File: config.mk
export PLATFORM = sky130hd
export DESIGN_NAME = ddr3_read_scheduler_flat
export DESIGN_NICKNAME = d
export VERILOG_FILES = /design/src/rtl/ddr3_sched_pkg.sv /design/src/rtl/ddr3_read_scheduler_if.sv /design/src/rtl/line_credit_counter.sv /design/src/rtl/ddr3_read_scheduler.sv /design/src/flat_wrapper.sv
export SDC_FILE = /design/constraint.sdc
export NUM_CORES = 1
export LEC_CHECK = 0
export BUFFER_PORTS_ARGS = -buffer_cell sky130_fd_sc_hd__clkbuf_2
export CAP_MARGIN = 15
export CORE_MARGIN = 2
export CORE_UTILIZATION = 40
export DETAILED_ROUTE_END_ITERATION = 16
export PLACE_DENSITY_LB_ADDON = 0.1
export SLEW_MARGIN = 20
export SYNTH_ARGS = -nofsm -noshare
export SYNTH_HDL_FRONTEND = slang
export SYNTH_SLANG_ARGS = --single-unit
File: constraint.sdc
create_clock -name clk -period 4.24 [get_ports clk]
set_input_delay 0.848 -clock clk [delete_from_list [all_inputs] [get_ports clk]]
set_output_delay 0.848 -clock clk [all_outputs]
set_load 0.02 [all_outputs]
File: src/rtl/ddr3_sched_pkg.sv
// Shared types and constants for the DDR3 line-read scheduler.
// One line is four 512-bit Avalon beats; credits are counted in lines.
package ddr3_sched_pkg;

   typedef enum logic [1:0] {
      IDLE  = 2'd0,
      ISSUE = 2'd1,
      DRAIN = 2'd2,
      DONE  = 2'd3
   } sched_state_t;

   localparam int BEATS_PER_LINE   = 4;
   localparam int DEF_CREDIT_LINES = 7;

endpackage

File: src/rtl/ddr3_read_scheduler_if.sv
// Command, status and Avalon-MM read bundle for ddr3_read_scheduler.
// master = the scheduler side, slave = the controller/FIFO/command side.
interface ddr3_read_scheduler_if #(
   parameter int ADDR_W = 26,
   parameter int LEN_W  = 16
);
   logic              start;
   logic [ADDR_W-1:0] base_addr;
   logic [LEN_W-1:0]  num_lines;
   logic              busy;
   logic              done;
   logic              err;
   logic              avl_read;
   logic [ADDR_W-1:0] avl_address;
   logic [2:0]        avl_burstcount;
   logic              avl_ready;
   logic              avl_rdata_valid;
   logic              line_consumed;

   modport master (
      input  start, base_addr, num_lines, avl_ready, avl_rdata_valid, line_consumed,
      output busy, done, err, avl_read, avl_address, avl_burstcount
   );

   modport slave (
      output start, base_addr, num_lines, avl_ready, avl_rdata_valid, line_consumed,
      input  busy, done, err, avl_read, avl_address, avl_burstcount
   );
endinterface

File: src/rtl/line_credit_counter.sv
// Up/down line-credit counter: inc on request acceptance, dec on FIFO line pop.
// Simultaneous inc/dec holds the count; saturates at 0 and MAX_LINES, flags underflow.
module line_credit_counter #(
   parameter int MAX_LINES = 7,
   parameter int CNT_W     = 3
) (
   input  logic clk,
   input  logic rstb,
   input  logic i_clr,
   input  logic i_inc,
   input  logic i_dec,
   output logic o_available,
   output logic o_underflow
);
   localparam logic [CNT_W-1:0] LP_MAX = CNT_W'(MAX_LINES);

   logic [CNT_W-1:0] r_count;

   always_ff @(posedge clk) begin
      if (!rstb) begin
         r_count <= '0;
      end else if (i_clr) begin
         r_count <= '0;
      end else if (i_inc && !i_dec && (r_count != LP_MAX)) begin
         r_count <= r_count + CNT_W'(1);
      end else if (i_dec && !i_inc && (r_count != '0)) begin
         r_count <= r_count - CNT_W'(1);
      end
   end

   assign o_available = (r_count < LP_MAX);
   // A pop with nothing outstanding means the FIFO and this count disagree.
   assign o_underflow = i_dec & (r_count == '0);

endmodule

File: src/rtl/ddr3_read_scheduler.sv
// Issues one 4-beat Avalon burst per 2048-bit line, throttled by line credits.
// avl_read is combinational from registered state (no issue bubble); held until avl_ready.
module ddr3_read_scheduler
   import ddr3_sched_pkg::*;
#(
   parameter int ADDR_W       = 26,
   parameter int LEN_W        = 16,
   parameter int CREDIT_LINES = DEF_CREDIT_LINES,
   parameter int CREDIT_W     = 3
) (
   input logic            clk,
   input logic            rstb,
   ddr3_read_scheduler_if.master bus
);
   localparam int BEAT_W = LEN_W + 2;

   sched_state_t      r_state;
   sched_state_t      w_state_nxt;
   logic [ADDR_W-1:0] r_addr;
   logic [LEN_W-1:0]  r_num_lines;
   logic [LEN_W-1:0]  r_lines_issued;
   logic [LEN_W-1:0]  r_lines_consumed;
   logic [BEAT_W-1:0] r_beats_rcvd;
   logic              r_err;

   logic w_start;
   logic w_accept;
   logic w_final_accept;
   logic w_all_consumed;
   logic w_beat_err;
   logic w_credit_avail;
   logic w_credit_underflow;

   assign w_start        = (r_state == IDLE) & bus.start;
   assign w_accept       = bus.avl_read & bus.avl_ready;
   assign w_final_accept = w_accept & ((r_lines_issued + LEN_W'(1)) == r_num_lines);
   // Look ahead at this cycle's pop so done lands the cycle after the last consumption.
   assign w_all_consumed = (r_lines_consumed + LEN_W'(bus.line_consumed)) == r_num_lines;
   assign w_beat_err     = bus.avl_rdata_valid &
                           (r_beats_rcvd == BEAT_W'(r_lines_issued) * BEAT_W'(BEATS_PER_LINE));

   line_credit_counter #(
      .MAX_LINES (CREDIT_LINES),
      .CNT_W     (CREDIT_W)
   ) u_credit (
      .clk         (clk),
      .rstb        (rstb),
      .i_clr       (w_start),
      .i_inc       (w_accept),
      .i_dec       (bus.line_consumed),
      .o_available (w_credit_avail),
      .o_underflow (w_credit_underflow)
   );

   always_ff @(posedge clk) begin
      if (!rstb) begin
         r_state <= IDLE;
      end else begin
         r_state <= w_state_nxt;
      end
   end

   // Credits only grow while a request waits, so avl_read cannot drop before acceptance.
   always_comb begin
      w_state_nxt  = r_state;
      bus.avl_read = 1'b0;
      bus.busy     = 1'b0;
      bus.done     = 1'b0;
      case (r_state)
         IDLE: begin
            if (bus.start) begin
               w_state_nxt = (bus.num_lines == '0) ? DONE : ISSUE;
            end
         end
         ISSUE: begin
            bus.busy     = 1'b1;
            bus.avl_read = (r_lines_issued < r_num_lines) & w_credit_avail;
            if (w_final_accept) begin
               w_state_nxt = DRAIN;
            end
         end
         DRAIN: begin
            bus.busy = 1'b1;
            if (w_all_consumed) begin
               w_state_nxt = DONE;
            end
         end
         DONE: begin
            bus.done    = 1'b1;
            w_state_nxt = IDLE;
         end
         default: w_state_nxt = IDLE;
      endcase
   end

   always_ff @(posedge clk) begin
      if (!rstb) begin
         r_addr           <= '0;
         r_num_lines      <= '0;
         r_lines_issued   <= '0;
         r_lines_consumed <= '0;
         r_beats_rcvd     <= '0;
         r_err            <= 1'b0;
      end else begin
         if (w_start) begin
            r_addr           <= bus.base_addr;
            r_num_lines      <= bus.num_lines;
            r_lines_issued   <= '0;
            r_lines_consumed <= '0;
            r_beats_rcvd     <= '0;
         end else begin
            if (w_accept) begin
               r_lines_issued <= r_lines_issued + LEN_W'(1);
               r_addr         <= r_addr + ADDR_W'(BEATS_PER_LINE);
            end
            if (bus.line_consumed) begin
               r_lines_consumed <= r_lines_consumed + LEN_W'(1);
            end
            if (bus.avl_rdata_valid) begin
               r_beats_rcvd <= r_beats_rcvd + BEAT_W'(1);
            end
         end
         if (w_beat_err || w_credit_underflow) begin
            r_err <= 1'b1;
         end
      end
   end

   assign bus.avl_address    = r_addr;
   assign bus.avl_burstcount = 3'(BEATS_PER_LINE);
   assign bus.err            = r_err;

endmodule

File: src/flat_wrapper.sv
// flat-port wrapper written by rule: the top's interface ports become plain ports
module ddr3_read_scheduler_flat import ddr3_sched_pkg::*;
#(
   parameter int ADDR_W       = 26,
   parameter int LEN_W        = 16,
   parameter int CREDIT_LINES = DEF_CREDIT_LINES,
   parameter int CREDIT_W     = 3
)
  (clk, rstb, bus_start, bus_base_addr, bus_num_lines, bus_avl_ready, bus_avl_rdata_valid, bus_line_consumed, bus_busy, bus_done, bus_err, bus_avl_read, bus_avl_address, bus_avl_burstcount);
  ddr3_read_scheduler_if #(.ADDR_W(ADDR_W), .LEN_W(LEN_W)) bus_i ();
  input logic clk;
  input logic rstb;
  input wire logic [$bits(bus_i.start)-1:0] bus_start;
  input wire logic [$bits(bus_i.base_addr)-1:0] bus_base_addr;
  input wire logic [$bits(bus_i.num_lines)-1:0] bus_num_lines;
  input wire logic [$bits(bus_i.avl_ready)-1:0] bus_avl_ready;
  input wire logic [$bits(bus_i.avl_rdata_valid)-1:0] bus_avl_rdata_valid;
  input wire logic [$bits(bus_i.line_consumed)-1:0] bus_line_consumed;
  output wire logic [$bits(bus_i.busy)-1:0] bus_busy;
  output wire logic [$bits(bus_i.done)-1:0] bus_done;
  output wire logic [$bits(bus_i.err)-1:0] bus_err;
  output wire logic [$bits(bus_i.avl_read)-1:0] bus_avl_read;
  output wire logic [$bits(bus_i.avl_address)-1:0] bus_avl_address;
  output wire logic [$bits(bus_i.avl_burstcount)-1:0] bus_avl_burstcount;
  assign bus_i.start = bus_start;
  assign bus_i.base_addr = bus_base_addr;
  assign bus_i.num_lines = bus_num_lines;
  assign bus_i.avl_ready = bus_avl_ready;
  assign bus_i.avl_rdata_valid = bus_avl_rdata_valid;
  assign bus_i.line_consumed = bus_line_consumed;
  assign bus_busy = bus_i.busy;
  assign bus_done = bus_i.done;
  assign bus_err = bus_i.err;
  assign bus_avl_read = bus_i.avl_read;
  assign bus_avl_address = bus_i.avl_address;
  assign bus_avl_burstcount = bus_i.avl_burstcount;
  ddr3_read_scheduler #(.ADDR_W(ADDR_W), .LEN_W(LEN_W), .CREDIT_LINES(CREDIT_LINES), .CREDIT_W(CREDIT_W)) u_core (.clk(clk), .rstb(rstb), .bus(bus_i));
endmodule
; After elaboration in Yosys (flattened, before gate mapping)
; Index checks and enable logic that the tools add are counted.
[op_classes]
add_sub_neg = 7
magnitude_cmp = 2
eq_ne = 10
n_mux = 12
n_bitwise = 7
n_reduce_logical = 16
[ops]
columns = op, count
row1 = 26-bit two-way mux, 2
row2 = "16-bit by 1-bit adder with 16-bit output, second input constant", 2
row3 = 16-bit equality test, 2
row4 = "26-bit by 3-bit adder with 26-bit output, second input constant", 1
row5 = "18-bit by 1-bit adder with 18-bit output, second input constant", 1
row6 = 18-bit equality test, 1
row7 = 16-bit by 1-bit adder with 16-bit output, 1
row8 = 16-bit logical NOT, 1
row9 = 16-bit < comparator, 1
row10 = 2-bit two-way mux, 4
row11 = 2-bit case mux with 4 select lines, 1
row12 = 1-bit bitwise AND, 6
row13 = 3-bit two-way mux, 2
row14 = "2-bit equality test, second input constant", 2
row15 = 1-bit logical AND, 4
row16 = "2-bit by 1-bit != test with 1-bit output, second input constant", 2
row17 = 2-bit nonzero test, 2
row18 = 2-bit OR reduction, 2
row19 = "3-bit by 1-bit adder with 3-bit output, second input constant", 1
row20 = 3-bit logical NOT, 1
row21 = "3-bit < comparator, second input constant", 1
row22 = 1-bit two-way mux, 3
row23 = "3-bit != test, second input constant", 1
row24 = 3-bit AND reduction, 1
row25 = 8 further kinds, 9
[word_totals]
reg_bits = 98
in_bits = 48
output_inout_bits = 33
elab_cells = 62

; Depth between registers and ports, before layout
[logic_depth]
ltp_word = 9
mapped_depth = 15
ltp_nobuf = 12

; Modules after synthesis
; A second synthesis with hierarchy kept.
[unflattened]
cells_unflattened = 763
hier_area_um2 = 6107.1
[by_module_without_submodules]
columns = mod, n_inst, cells_each, area_each_um2, seq_area_each_um2
row1 = ddr3_read_scheduler, 1, 738, 5881.9, 1901.8
row2 = line_credit_counter, 1, 25, 225.2, 60.1

; Least setup slack after synthesis
; OpenSTA, ideal clock, no wires.
[synth_timing]
path_kind = reg-to-reg
startpoint = register u_core.r_num_lines[5]
endpoint = register u_core.u_credit.r_count[1]
setup_ns = 0.124
arrival_time_ns = 3.205
required_time_ns = 4.116
setup_slack_ns = 0.911
stages_incl_launch_ff = 15
path_buffers = 3
period_less_slack_ns = 3.329
cell_sequence = dfxtp_1 -> clkbuf_1 -> inv_1 -> ha_1 -> nand2_1 -> a2111oi_0 -> nor3_1 -> or2_2 -> clkbuf_1 -> buf_2 -> nand2b_1 -> fa_1 -> or3_1 -> a21oi_1 -> nor3_1
[synth_between]
elab_chain_cells = 8
word_cells_on_any_way = 11
classes_between = 1 x order compare / 2 x mux / 2 x bitwise / 6 x reduce/logical
[synth_lines]
columns = item, line_no
row1 = start: declaration, ddr3_read_scheduler.sv:20  ; logic [LEN_W-1:0] r_num_lines;
row2 = start signal: assignment, ddr3_read_scheduler.sv:107  ; r_num_lines <= bus.num_lines;
row3 = 16-bit < comparator (*), ddr3_read_scheduler.sv:77  ; bus.avl_read = (r_lines_issued < r_num_lines) & w_credit_avail;
row4 = 1-bit bitwise AND (*), ddr3_read_scheduler.sv:77
row5 = 1-bit two-way mux (*), ddr3_read_scheduler.sv:69  ; case (r_state)
row6 = 1-bit bitwise AND (*), ddr3_read_scheduler.sv:35  ; assign w_accept = bus.avl_read & bus.avl_ready;
row7 = 1-bit logical NOT, line_credit_counter.sv:26  ; end else if (i_dec && !i_inc && (r_count != '0)) begin
row8 = 1-bit logical AND (2 in a row), line_credit_counter.sv:26
row9 = 2-bit nonzero test (no source line), --
row10 = end signal: assignment, line_credit_counter.sv:25  ; r_count <= r_count + CNT_W'(1);
row11 = end signal: assignment, line_credit_counter.sv:27  ; r_count <= r_count - CNT_W'(1);
row12 = end: declaration, line_credit_counter.sv:17  ; logic [CNT_W-1:0] r_count;
; Mark *: on every way between the ends. The rest lies on a longest branch, timed or not.
; A chain may end at the register's enable or synchronous reset.

; Worst setup path after layout
[layout_timing]
startpoint = register u_core.r_lines_issued[0]
endpoint = register u_core.u_credit.r_count[1]
[layout_between]
elab_chain_cells = 8
word_cells_on_any_way = 11
classes_between = 1 x order compare / 2 x mux / 2 x bitwise / 6 x reduce/logical
[layout_lines]
columns = item, line_no
row1 = start: declaration, ddr3_read_scheduler.sv:21  ; logic [LEN_W-1:0] r_lines_issued;
row2 = start signal: assignment, ddr3_read_scheduler.sv:113  ; r_lines_issued <= r_lines_issued + LEN_W'(1);
row3 = 16-bit < comparator (*), ddr3_read_scheduler.sv:77
row4 = 1-bit bitwise AND (*), ddr3_read_scheduler.sv:77
row5 = 1-bit two-way mux (*), ddr3_read_scheduler.sv:69
row6 = 1-bit bitwise AND (*), ddr3_read_scheduler.sv:35
row7 = 1-bit logical NOT, line_credit_counter.sv:26
row8 = 1-bit logical AND (2 in a row), line_credit_counter.sv:26
row9 = 2-bit nonzero test (no source line), --
; Marked as above.

==> results.cfg <==
[outcome]
status = complete, no violations

[die]
die_x_um = 128
die_h_um = 128
dieArea_um2 = 16400
pin_count = 81
start_util_pct = 40.8
core_um2 = 15100
rows = 45

[sta]
slew-limit-headroom_pct = 36.0
finalMaxSlewViolations = 0
grt_setup_unrepaired = no
period_needed_ns = 3.31
setup_violations = 0
fin_crit_sh_pct = 78.1
max_freq_mhz = 302
tns_ns = 0
tightest_slew_ns = 0.961
clock_skew_ns = 0.00761
hold_viol_final = 0

[global_route]
gr-total-overflow = 0
grt_pass1_wl_um = 26800
grt_pass1_vias = 5311
grt_max_degree = 68
antenna_found_initial = 0
grt_util_all_layers_pct = 20.5

[route]
wl_met1_um = 8050
vias_per_cell = 5.47
wl_per_cell_um = 15.9
ant_nets = 0
drc = 0
dr.pass1.iters = 5
drtIter0Drc = 347
dr.max_layer_used = met4
wirelength_um = 16200
vias = 5558
met2_wirelength_um = 7020
wl_met3_um = 835

[cells_and_area]
final_layout_size_suffix_gt1_share_pct = 12.7
design_area_um2 = 6830
layout_commonest_cell = dfxtp_1
final_util_pct = 45.3
syn2layout_area_growth_pct = 11.1
diodes = 0
nets = 902
mostFrequentLayoutCells = dfxtp_1, nand2_1, nor2_1

[placement]
place_area_um2 = 6580
dpl.hpwl_um = 12000
place.gp.congestion = 0.875
io_buffers = 77

[worst_hold_path]
min_path_cells = 2
worstHoldStart = u_core.bus.avl_address[1]$_SDFFE_PN0P_
worst_hold_path_type = register to register
whs_endpoint = u_core.bus.avl_address[1]$_SDFFE_PN0P_

[worst_setup_path]
start_kind = register
reg2regPathDepth = 12
reg2reg_slack_ns = 0.93
rr_endpoint = u_core.u_credit.r_count[1]$_SDFFE_PP0P_
crit_path_end_kind = register
crit_required_ns = 4.46
cp_max_fo = 7
timing.rr.start = u_core.r_lines_issued[0]$_SDFFE_PP0P_
worstSetupPathType = register to register
crit_arrival_ns = 3.53

[clock_tree]
cts_root_buf = clkbuf_16
post_cts_resized = 0
cts_inserted_buffers = 9
postCtsSetupRepairBufs = 0
cts_buffer_depth = 2
holdBufCountCts = 0
clock-sinks = 98
clk_pin_slew_ns = 0.07
clk_latency_ns = 0.35
cts_tree = yes
htree_levels = 3

[synthesis]
ys_ff_latch = 98
synth_edf_count = 0
ys.flop_type = dfxtp_1
ys_warn_count = 0
avgSynthCellArea_um2 = 7.87
netlist_area_um2 = 6150
netlist_instances = 782
async_reset_ff_share_pct = 0
seq_area_frac_synth_pct = 31.9
yosys.cell_types.count = 61

[pwr]
ir_drop_mv = 0.273
power_leakage_nw = 2.56
power_density_nw_per_um2 = 426
p_total_mw = 2.91

[run]
cap_violations = 0
logic make-up (layout without fill, tap and decap cells):
kind of cell	Yosys count	in the layout	share of synthesized area, %
XOR/XNOR	114	114	16.2
adder cells (fa/ha/maj)	30	30	6.18
flip-flops	98	98	31.9
AO/OA/AOI/OAI	135	135	13.4
multiplexers	5	5	0.814
AND/OR/NAND/NOR	317	317	25.7
other	2	3	0.122
buffers and inverters	81	127	5.72
per-layer routing:
| metal | GRT usage (%) | vias to the layer above |
|---|---|---|
| met5 | 0 | - |
| met4 | 6.33 | 0 |
| met3 | 3.51 | 20 |
| met2 | 31.9 | 155 |
| met1 | 29.0 | 2588 |
| li1 | - | 2795 |
cells in the mapped netlist (4+ instances only):
library cell | number | share of area [%]
dfxtp_1 | 98 | 32
nand2_1 | 84 | 5.1
nor2_1 | 78 | 4.8
xnor2_1 | 66 | 9.4
a21oi_1 | 57 | 4.6
xor2_1 | 48 | 6.8
nand3_1 | 34 | 2.8
o21ai_0 | 34 | 2.8
nand4_1 | 29 | 2.9
ha_1 | 28 | 5.7
inv_1 | 28 | 1.7
clkbuf_1 | 27 | 1.6
nor3_1 | 21 | 1.7
buf_2 | 16 | 1.3
and3_1 | 15 | 1.5
nor4_1 | 13 | 1.3
or3_1 | 8 | 0.81
a211oi_1 | 7 | 0.85
and4_1 | 7 | 1.0
buf_4 | 7 | 0.85
mux2i_1 | 5 | 0.81
nand2b_1 | 4 | 0.41
nor3b_1 | 4 | 0.49
o21a_1 | 4 | 0.49
o41ai_1 | 4 | 0.57
power breakdown:
| part | internal (mW) | switching [mW] | total, mW |
|---|---|---|---|
| Sequential | 1.03 | 0.144 | 1.17 |
| Clock | 0.391 | 0.354 | 0.745 |
| Combinational | 0.375 | 0.619 | 0.994 |
| Total | 1.80 | 1.12 | 2.91 |
worst max-delay path: stages (launching register included):
cell	delay (ns)
dfxtp_1	0.51
inv_1	0.08
ha_1	0.20
nor2b_1	0.10
o211ai_1	0.09
a2111oi_0	0.54
nor3_1	0.18
or2_2	0.33
nand2b_1	0.11
fa_1	0.45
or3_1	0.36
a21oi_1	0.17
nor3_1	0.07
state kept, by name, indices dropped and copies added, names as in the netlist:
name                     flops
u_core.r_state               2
u_core.r_beats_rcvd         18
u_core.bus.err               1
u_core.r_lines_issued       16
u_core.u_credit.r_count      3
u_core.bus.avl_address      26
u_core.r_lines_consumed     16
u_core.r_num_lines          16
area by class of cell:
| class | instances | area [µm²] |
|---|---|---|
| Multi-Input combinational cell | 604 | 3840 |
| Clock inverter | 4 | 20.0 |
| Timing Repair Buffer | 83 | 430 |
| Clock buffer | 11 | 233 |
| Sequential cell | 98 | 1960 |
| Tap cell | 188 | 235 |
| Inverter | 29 | 109 |
| Fill cell | 1537 | 8260 |
stage by stage:
| stage | setup slack (ns) | hold slack [ns] | cells |
|---|---|---|---|
| 2_1_floorplan | 0.911 | 0.458 | 783 |
| 3_3_place_gp | 0.962 | 0.442 | 1002 |
| 3_5_place_dp | 0.899 | 0.451 | 1002 |
| 4_1_cts | 0.926 | 0.461 | 1017 |
| 5_1_grt | 0.676 | 0.485 | 1017 |
| 6_report | 0.927 | 0.462 | 1017 |
worst max-delay path by stage:
stage                                           start                                      end  slack, ns  cells past startpoint
2_1_floorplan      u_core.r_num_lines[5]$_SDFFE_PN0P_  u_core.u_credit.r_count[1]$_SDFFE_PP0P_       0.91                     14
3_3_place_gp                        bus_line_consumed           u_core.r_state[1]$_SDFFE_PN0P_       0.96                     10
3_5_place_dp                        bus_line_consumed           u_core.r_state[1]$_SDFFE_PN0P_       0.90                     10
4_1_cts         u_core.r_lines_issued[0]$_SDFFE_PP0P_  u_core.u_credit.r_count[1]$_SDFFE_PP0P_       0.93                     12
5_1_grt        u_core.r_lines_issued[13]$_SDFFE_PP0P_  u_core.u_credit.r_count[2]$_SDFFE_PP0P_       0.68                     11
6_report        u_core.r_lines_issued[0]$_SDFFE_PP0P_  u_core.u_credit.r_count[1]$_SDFFE_PP0P_       0.93                     12
Note: power is estimated with default switching activity, not from simulation.
